[src/rtl/serial_adder.sv]
// Bit-serial WIDTH-bit adder with carry-in, one bit per clock, LSB first.
// Latency: result_valid rises WIDTH cycles after the start accept edge; minimum period WIDTH+2.
// Backpressure: result held stable in DONE until result_ready; start_ready low outside IDLE.

// Half-adder cell: sum and carry of two single bits.
module structural_adder (
    input  logic a_i,
    input  logic b_i,
    output logic s_o,
    output logic c_o
);
    assign s_o = a_i ^ b_i;
    assign c_o = a_i & b_i;
endmodule

module serial_adder #(
    parameter int WIDTH = 8
) (
    input  logic             clk,
    input  logic             rst_n,
    input  logic             start_valid,
    output logic             start_ready,
    input  logic [WIDTH-1:0] a,
    input  logic [WIDTH-1:0] b,
    input  logic             cin,
    output logic             result_valid,
    input  logic             result_ready,
    output logic [WIDTH-1:0] sum,
    output logic             cout,
    output logic             busy
);
    localparam int CW = $clog2(WIDTH + 1);

    typedef enum logic [1:0] {
        IDLE = 2'd0,
        RUN  = 2'd1,
        DONE = 2'd2
    } state_t;

    state_t           state_q, state_d;
    logic [WIDTH-1:0] a_sr_q, a_sr_d;
    logic [WIDTH-1:0] b_sr_q, b_sr_d;
    logic [WIDTH-1:0] sum_q, sum_d;
    logic             carry_q, carry_d;
    logic [CW-1:0]    cnt_q, cnt_d;

    // Full-add slice: two half adders chained, carries merged by OR.
    logic s0, c0, s1, c1;

    structural_adder u_ha0 (
        .a_i (a_sr_q[0]),
        .b_i (b_sr_q[0]),
        .s_o (s0),
        .c_o (c0)
    );

    structural_adder u_ha1 (
        .a_i (s0),
        .b_i (carry_q),
        .s_o (s1),
        .c_o (c1)
    );

    // Next-state and datapath updates; the handshake outputs depend only on state.
    always_comb begin
        state_d      = state_q;
        a_sr_d       = a_sr_q;
        b_sr_d       = b_sr_q;
        sum_d        = sum_q;
        carry_d      = carry_q;
        cnt_d        = cnt_q;
        start_ready  = 1'b0;
        result_valid = 1'b0;

        unique case (state_q)
            IDLE: begin
                start_ready = 1'b1;
                if (start_valid) begin
                    a_sr_d  = a;
                    b_sr_d  = b;
                    carry_d = cin;
                    cnt_d   = '0;
                    state_d = RUN;
                end
            end
            RUN: begin
                // Shift right and insert the new bit at the MSB; works for WIDTH==1 too.
                sum_d            = sum_q >> 1;
                sum_d[WIDTH-1]   = s1;
                a_sr_d           = a_sr_q >> 1;
                b_sr_d           = b_sr_q >> 1;
                carry_d          = c0 | c1;
                cnt_d            = cnt_q + CW'(1);
                if (cnt_q == CW'(WIDTH - 1)) begin
                    state_d = DONE;
                end
            end
            DONE: begin
                result_valid = 1'b1;
                if (result_ready) begin
                    state_d = IDLE;
                end
            end
            default: begin
                state_d = IDLE;
            end
        endcase
    end

    // State and datapath registers with synchronous active-low reset.
    always_ff @(posedge clk) begin
        if (!rst_n) begin
            state_q <= IDLE;
            a_sr_q  <= '0;
            b_sr_q  <= '0;
            sum_q   <= '0;
            carry_q <= 1'b0;
            cnt_q   <= '0;
        end else begin
            state_q <= state_d;
            a_sr_q  <= a_sr_d;
            b_sr_q  <= b_sr_d;
            sum_q   <= sum_d;
            carry_q <= carry_d;
            cnt_q   <= cnt_d;
        end
    end

    // Result is shown straight from the registers, so it persists after DONE.
    assign sum  = sum_q;
    assign cout = carry_q;
    assign busy = (state_q != IDLE);

endmodule

[config.mk]
export PLATFORM = sky130hd
export DESIGN_NAME = serial_adder
export DESIGN_NICKNAME = d
export VERILOG_FILES = /design/src/rtl/serial_adder.sv
export SDC_FILE = /design/constraint.sdc
export NUM_CORES = 1
export LEC_CHECK = 0
export CAP_MARGIN = 10
export CORE_AREA = 2 2 56 58
export CTS_CLUSTER_SIZE = 40
export DETAILED_ROUTE_END_ITERATION = 7
export DIE_AREA = 0 0 58 60
export GPL_TIMING_DRIVEN = 0
export PLACE_DENSITY = 0.8
export SYNTH_ARGS = -nofsm -noshare
export SYNTH_HDL_FRONTEND = slang
export SYNTH_SLANG_ARGS = --single-unit
[constraint.sdc]
create_clock -name clk -period 1.4 [get_ports clk]
set_clock_uncertainty 0.2 [all_clocks]
set_input_delay 0.21 -clock clk [delete_from_list [all_inputs] [get_ports clk]]
set_output_delay 0.21 -clock clk [all_outputs]
set_load 0.005 [all_outputs]
### After elaboration in Yosys (flattened, before gate mapping)

Cells that the tools add are included.

* output and inout port bits: 12
* input port bits: 21
* flip-flop bits (word level): 31
* logic and storage cells: 37

* reductions and logical operators: 5
* muxes and demuxes: 14
* add/sub/neg operators: 1
* bitwise operators: 5
* equality and inequality tests: 6

Operators by type and width (number)
* $pmux 8 s2: 2
* $mux 8: 2
* $pmux 4 s2: 1
* $mux 2: 3
* $ne 2x2->1 const B: 3
* $pmux 2 s3: 1
* $add 4x1->4 const B: 1
* $eq 4x3->1 const B: 1
* $mux 4: 1
* $reduce_bool 2->1: 2
* $mux 1: 3
* $reduce_and 3->1: 1
* $and 1x1->1: 2
* $eq 2x1->1 const B: 1
* $eq 2x2->1 const B: 1
* $logic_not 2->1: 1
* $pmux 1 s2: 1
* $reduce_and 2->1: 1
* $xor 1x1->1: 2
* $or 1x1->1: 1

### Depth between registers and ports, before layout

* depth in word-level cells: 4
* depth in mapped cells: 5
* mapped depth without buffers: 4

### Hierarchy

From an unflattened synthesis, not the netlist that was laid out.

* cells, all modules: 155
* area total of the unflattened synthesis: 1305.0 um^2

Modules (own cells, without submodules)
* serial_adder: area each 1280.0 um^2, cells each 153, seq. area each 620.6 um^2, instances 1
* structural_adder: area each 12.5 um^2, cells each 1, seq. area each 0.0 um^2, instances 2

### Least setup slack after synthesis

Ideal clock, no wire load.

* path type: flip-flop to flip-flop
* start point: register state_q[0]
* end point: register a_sr_q[1]
* data required time: 1.078 ns
* path slack: 0.135 ns
* cell stages (with the launch flop): 6
* library setup time: 0.122 ns
* buffers on the path: 2
* period minus slack after synthesis: 1.265 ns
* arrival time: 0.943 ns
* path through: dfxtp_1 buf_6 o21ba_4 buf_6 o21ai_0 a21oi_1

* cells in the longest elaborated chain, start to end: 3
* elaborated cells on any way between the ends: 6
* classes of those cells: eq/ne: 2; mux: 1; reduce/logical: 3

Ends and longest elaborated chain
* start: declaration: RTL line 40 `state_t state_q, state_d;`
* start signal: assignment: RTL line 120 `state_q <= state_d;`
* $eq 2x1->1 / $logic_not 2->1 (equally long branches): RTL line 75 `unique case (state_q)`
* $reduce_bool 2->1 (no source line) / $ne 2x2->1 (equally long branches)
* $reduce_and 2->1 (no source line)
* end signal: assignment: RTL line 121 `a_sr_q <= a_sr_d;`
* end: declaration: RTL line 41 `logic [WIDTH-1:0] a_sr_q, a_sr_d;`

Parallel ways exist; a longest one is shown, timed or not.
A chain may end at the register's enable or synchronous reset.

### Worst setup path in the final report

* start point: register state_q[0]
* end point: output result_valid

* cells in the longest elaborated chain, start to end: 2

Ends and longest elaborated chain
* $eq 2x2->1: RTL line 75
* $mux 1: RTL line 75
* end: declaration: RTL line 26 `output logic result_valid,`

Every way passes these cells.

==> run_results.csv <==
group,metric,value,unit
floorplanning,pin_count,33,
synthesis,postSynth.asyncResetShare,0,%
synthesis,avgSynthCellArea,8.71,um2
placed_design,place.gp.congestion,0.859,
synthesis,syn_area,0.00133,mm2
synthesis,syn_nets,176,
floorplanning,die_y,60,um
worst_setup_path,arrival,1.04,ns
synthesis,yosys.area.top_type,"dfxtp_1",
clock_network,ctsHoldBuffers,0,
routing,viasPerCell,5.64,
synthesis,synth-seq-area-share,46.6,%
synthesis,syn_inst,153,
pwr,irDropWorstVdd,0.714,mV
floorplanning,die_w,58,um
timing,drv_slew,0,
timing,relSlewSlack,76.7,%
global_routing,grt_pass1_vias,1299,
clock_network,cts_tree,"done",
worst_setup_path,path_cells,"buf_8 -> nor2_4 -> buf_2",
placed_design,port_buffers,32,
worst_setup_path,endpoint_kind,"primary output",
clock_network,numCtsBuffers,5,
synthesis,synth_flop_cell,"dfxtp_1",
synthesis,synth.top_cell.area_share,46.6,%
synthesis,netlist_top_cells_area,"dfxtp_1 (47%), a21oi_1 (9.4%), o2bb2ai_1 (5.3%)",
floorplanning,dieArea,0.00348,mm2
synthesis,synth_edf_count,0,
worst_setup_path,cp_max_fo,7,
pwr,power_leakage,0.831,nW
worst_setup_path,crit_slowest_cell,"dfxtp_4",
timing,worst_slack,-0.0521,ns
timing,achievable-frequency,689,MHz
final_layout,nets,234,
timing,min_period,1.45,ns
routing,firstDrtPassIters,4,
placed_design,dpl.hpwl,2310,um
timing,tightestPinTransition,0.348,ns
timing,rsz0062_at_grt,"true",
clock_network,clk_latency,0.33,ns
floorplanning,std_cell_rows,20,
floorplanning,coreArea,0.00290,mm2
timing,final_hold_viol_count,0,
pwr,finalPower,1.83,mW
clock_network,clk_path_buf_depth,2,
run_status,violations,"setup timing",
final_layout,drive_gt1_share,32.5,%
worst_hold_path,hp-class,"in -> reg",
clock_network,root_buffer,"clkbuf_4",
global_routing,gr-usage-all-layers,21.4,%
final_layout,n_antenna_cell,0,
clock_network,htree_levels,2,
worst_setup_path,crit_type,"reg -> out",
global_routing,gr-total-overflow,0,
global_routing,grt_max_degree,11,
routing,wl_per_cell,15.2,um
timing,setup_violations,6,
clock_network,cts.sinks,31,
clock_network,clkTransAtPathRegs,0.09,ns
routing,via_count,1383,
pwr,p_per_area,910,mW/mm2
routing,drt_iter0_drc,66,
timing,timing.final.crit_share,104,%
synthesis,synth_cell_types,33,
worst_setup_path,crit_required,0.99,ns
timing,worst_hold_slack,0.244,ns
worst_setup_path,cpPeakStageDelay,0.38,ns
global_routing,grt_pass1_wl,5580,um
routing,drc,0,
job,maxCapViolCount,0,
synthesis,synth_warnings,0,
routing,wl,3710,um
worst_setup_path,start_kind,"register",
global_routing,antenna_found_initial,0,
synthesis,synth-seq-cells,31,
final_layout,syn_to_final_growth,50.7,%
run_status,status,"finished with violations",
floorplanning,start_util,45.9,%
routing,ant_nets,0,
timing,tns,-0.111,ns
## cells in the final DEF, fill, tap and decap left out, drive strengths merged, types with 6 or more instances in the layout
cell and count:
buf 28, dlygate4sd2 9, clkbuf 10, o2bb2ai 8
o22ai 6, dfxtp 31, nand2 18, o21ai 15
a21oi 25, nor2 15, clkdlybuf4s50 20
## registers in the layout, indices dropped and copies added (netlist names)
name / cells
a_sr_q: 8
b_sr_q: 8
sum: 8
cnt_q: 4
state_q: 2
cout: 1
## synthesized netlist by cell type (2+ instances only)
cell type  number
o22ai_1         6
a32oi_1         2
buf_4           2
o21ai_1         2
nand3_1         2
nand2_1        18
inv_1           4
buf_6           4
nor2_1         15
o2bb2ai_1       8
a21oi_1        25
o21ai_0        13
clkbuf_1        2
dfxtp_1        31
## area by class of cell
| cell class | instances | area (um2) |
|---|---|---|
| repair buffers | 52 | 473 |
| clock buffers | 7 | 45.0 |
| flip-flops and latches | 31 | 639 |
| clock inverters | 1 | 5.00 |
| inverters | 4 | 23.8 |
| fillers | 237 | 895 |
| multi-input cells | 109 | 702 |
| plain buffers | 8 | 78.8 |
| well taps | 33 | 41.3 |
## power by group
part | switching (mW) | leakage, nW | internal (mW)
logic | 0.164 | 0.542 | 0.195
clock network | 0.301 | 0.0293 | 0.195
registers | 0.0398 | 0.260 | 0.933
total | 0.505 | 0.831 | 1.32
## layer usage
metal	vias to the layer above	global-route usage [%]	wire length, um
li1	662	-	-
met1	655	23.0	1400
met2	57	40.6	2000
met3	9	4.11	241
met4	0	8.97	67
met5	-	0	0
## kinds of logic after synthesis
kind of cell | count (synthesis) | share of synthesized area [%]
AOI/OAI and AO/OA | 62 | 28.5
muxes | 1 | 0.751
adders and majority gates | 2 | 2.44
buffers and inverters | 14 | 6.85
DFF | 31 | 46.6
and+or+nand+nor | 43 | 14.8
## path summary, 6_finish.rpt
| kind | startpoint | end | slack (ns) | depth (start not counted) |
|---|---|---|---|---|
| setup / recovery | state_q[0] | result_valid | -0.05 | 3 |
| hold / removal | cin | cout | 0.24 | 3 |
| setup reg to reg | state_q[0] | a_sr_q[0] | -0.02 | 5 |
| hold reg to reg | sum[4] | sum[3] | 0.27 | 2 |
## worst max-delay path, delay by kind of cell (launching register included)
kind	cells	cell delay, ns
flip-flops	1	0.38
buffers and inverters	2	0.25
AND/OR/NAND/NOR	1	0.09
## timing repair
| item | CTS | global route |
|---|---|---|
| endpoints found under the setup margin | 24 | 32 |
| pin swaps | 3 | 8 |
| cloned | 1 | 2 |
| resized for setup | 62 | 16 |
| setup buffers | 12 | 7 |
## stage by stage
step / util [%] / area [um2] / cells / worst slack [ns]
finish: 69.2 / 2010 / 245 / -0.0521
global route: 69.2 / 2010 / 245 / -0.0879
CTS: 65.5 / 1900 / 239 / -0.125
detailed placement: 58.4 / 1690 / 218 / -0.463
global placement: 58.4 / 1690 / 218 / -0.411
floorplan: - / 1330 / 153 / 0.135
No activity file was read; power rests on OpenSTA's default activity.
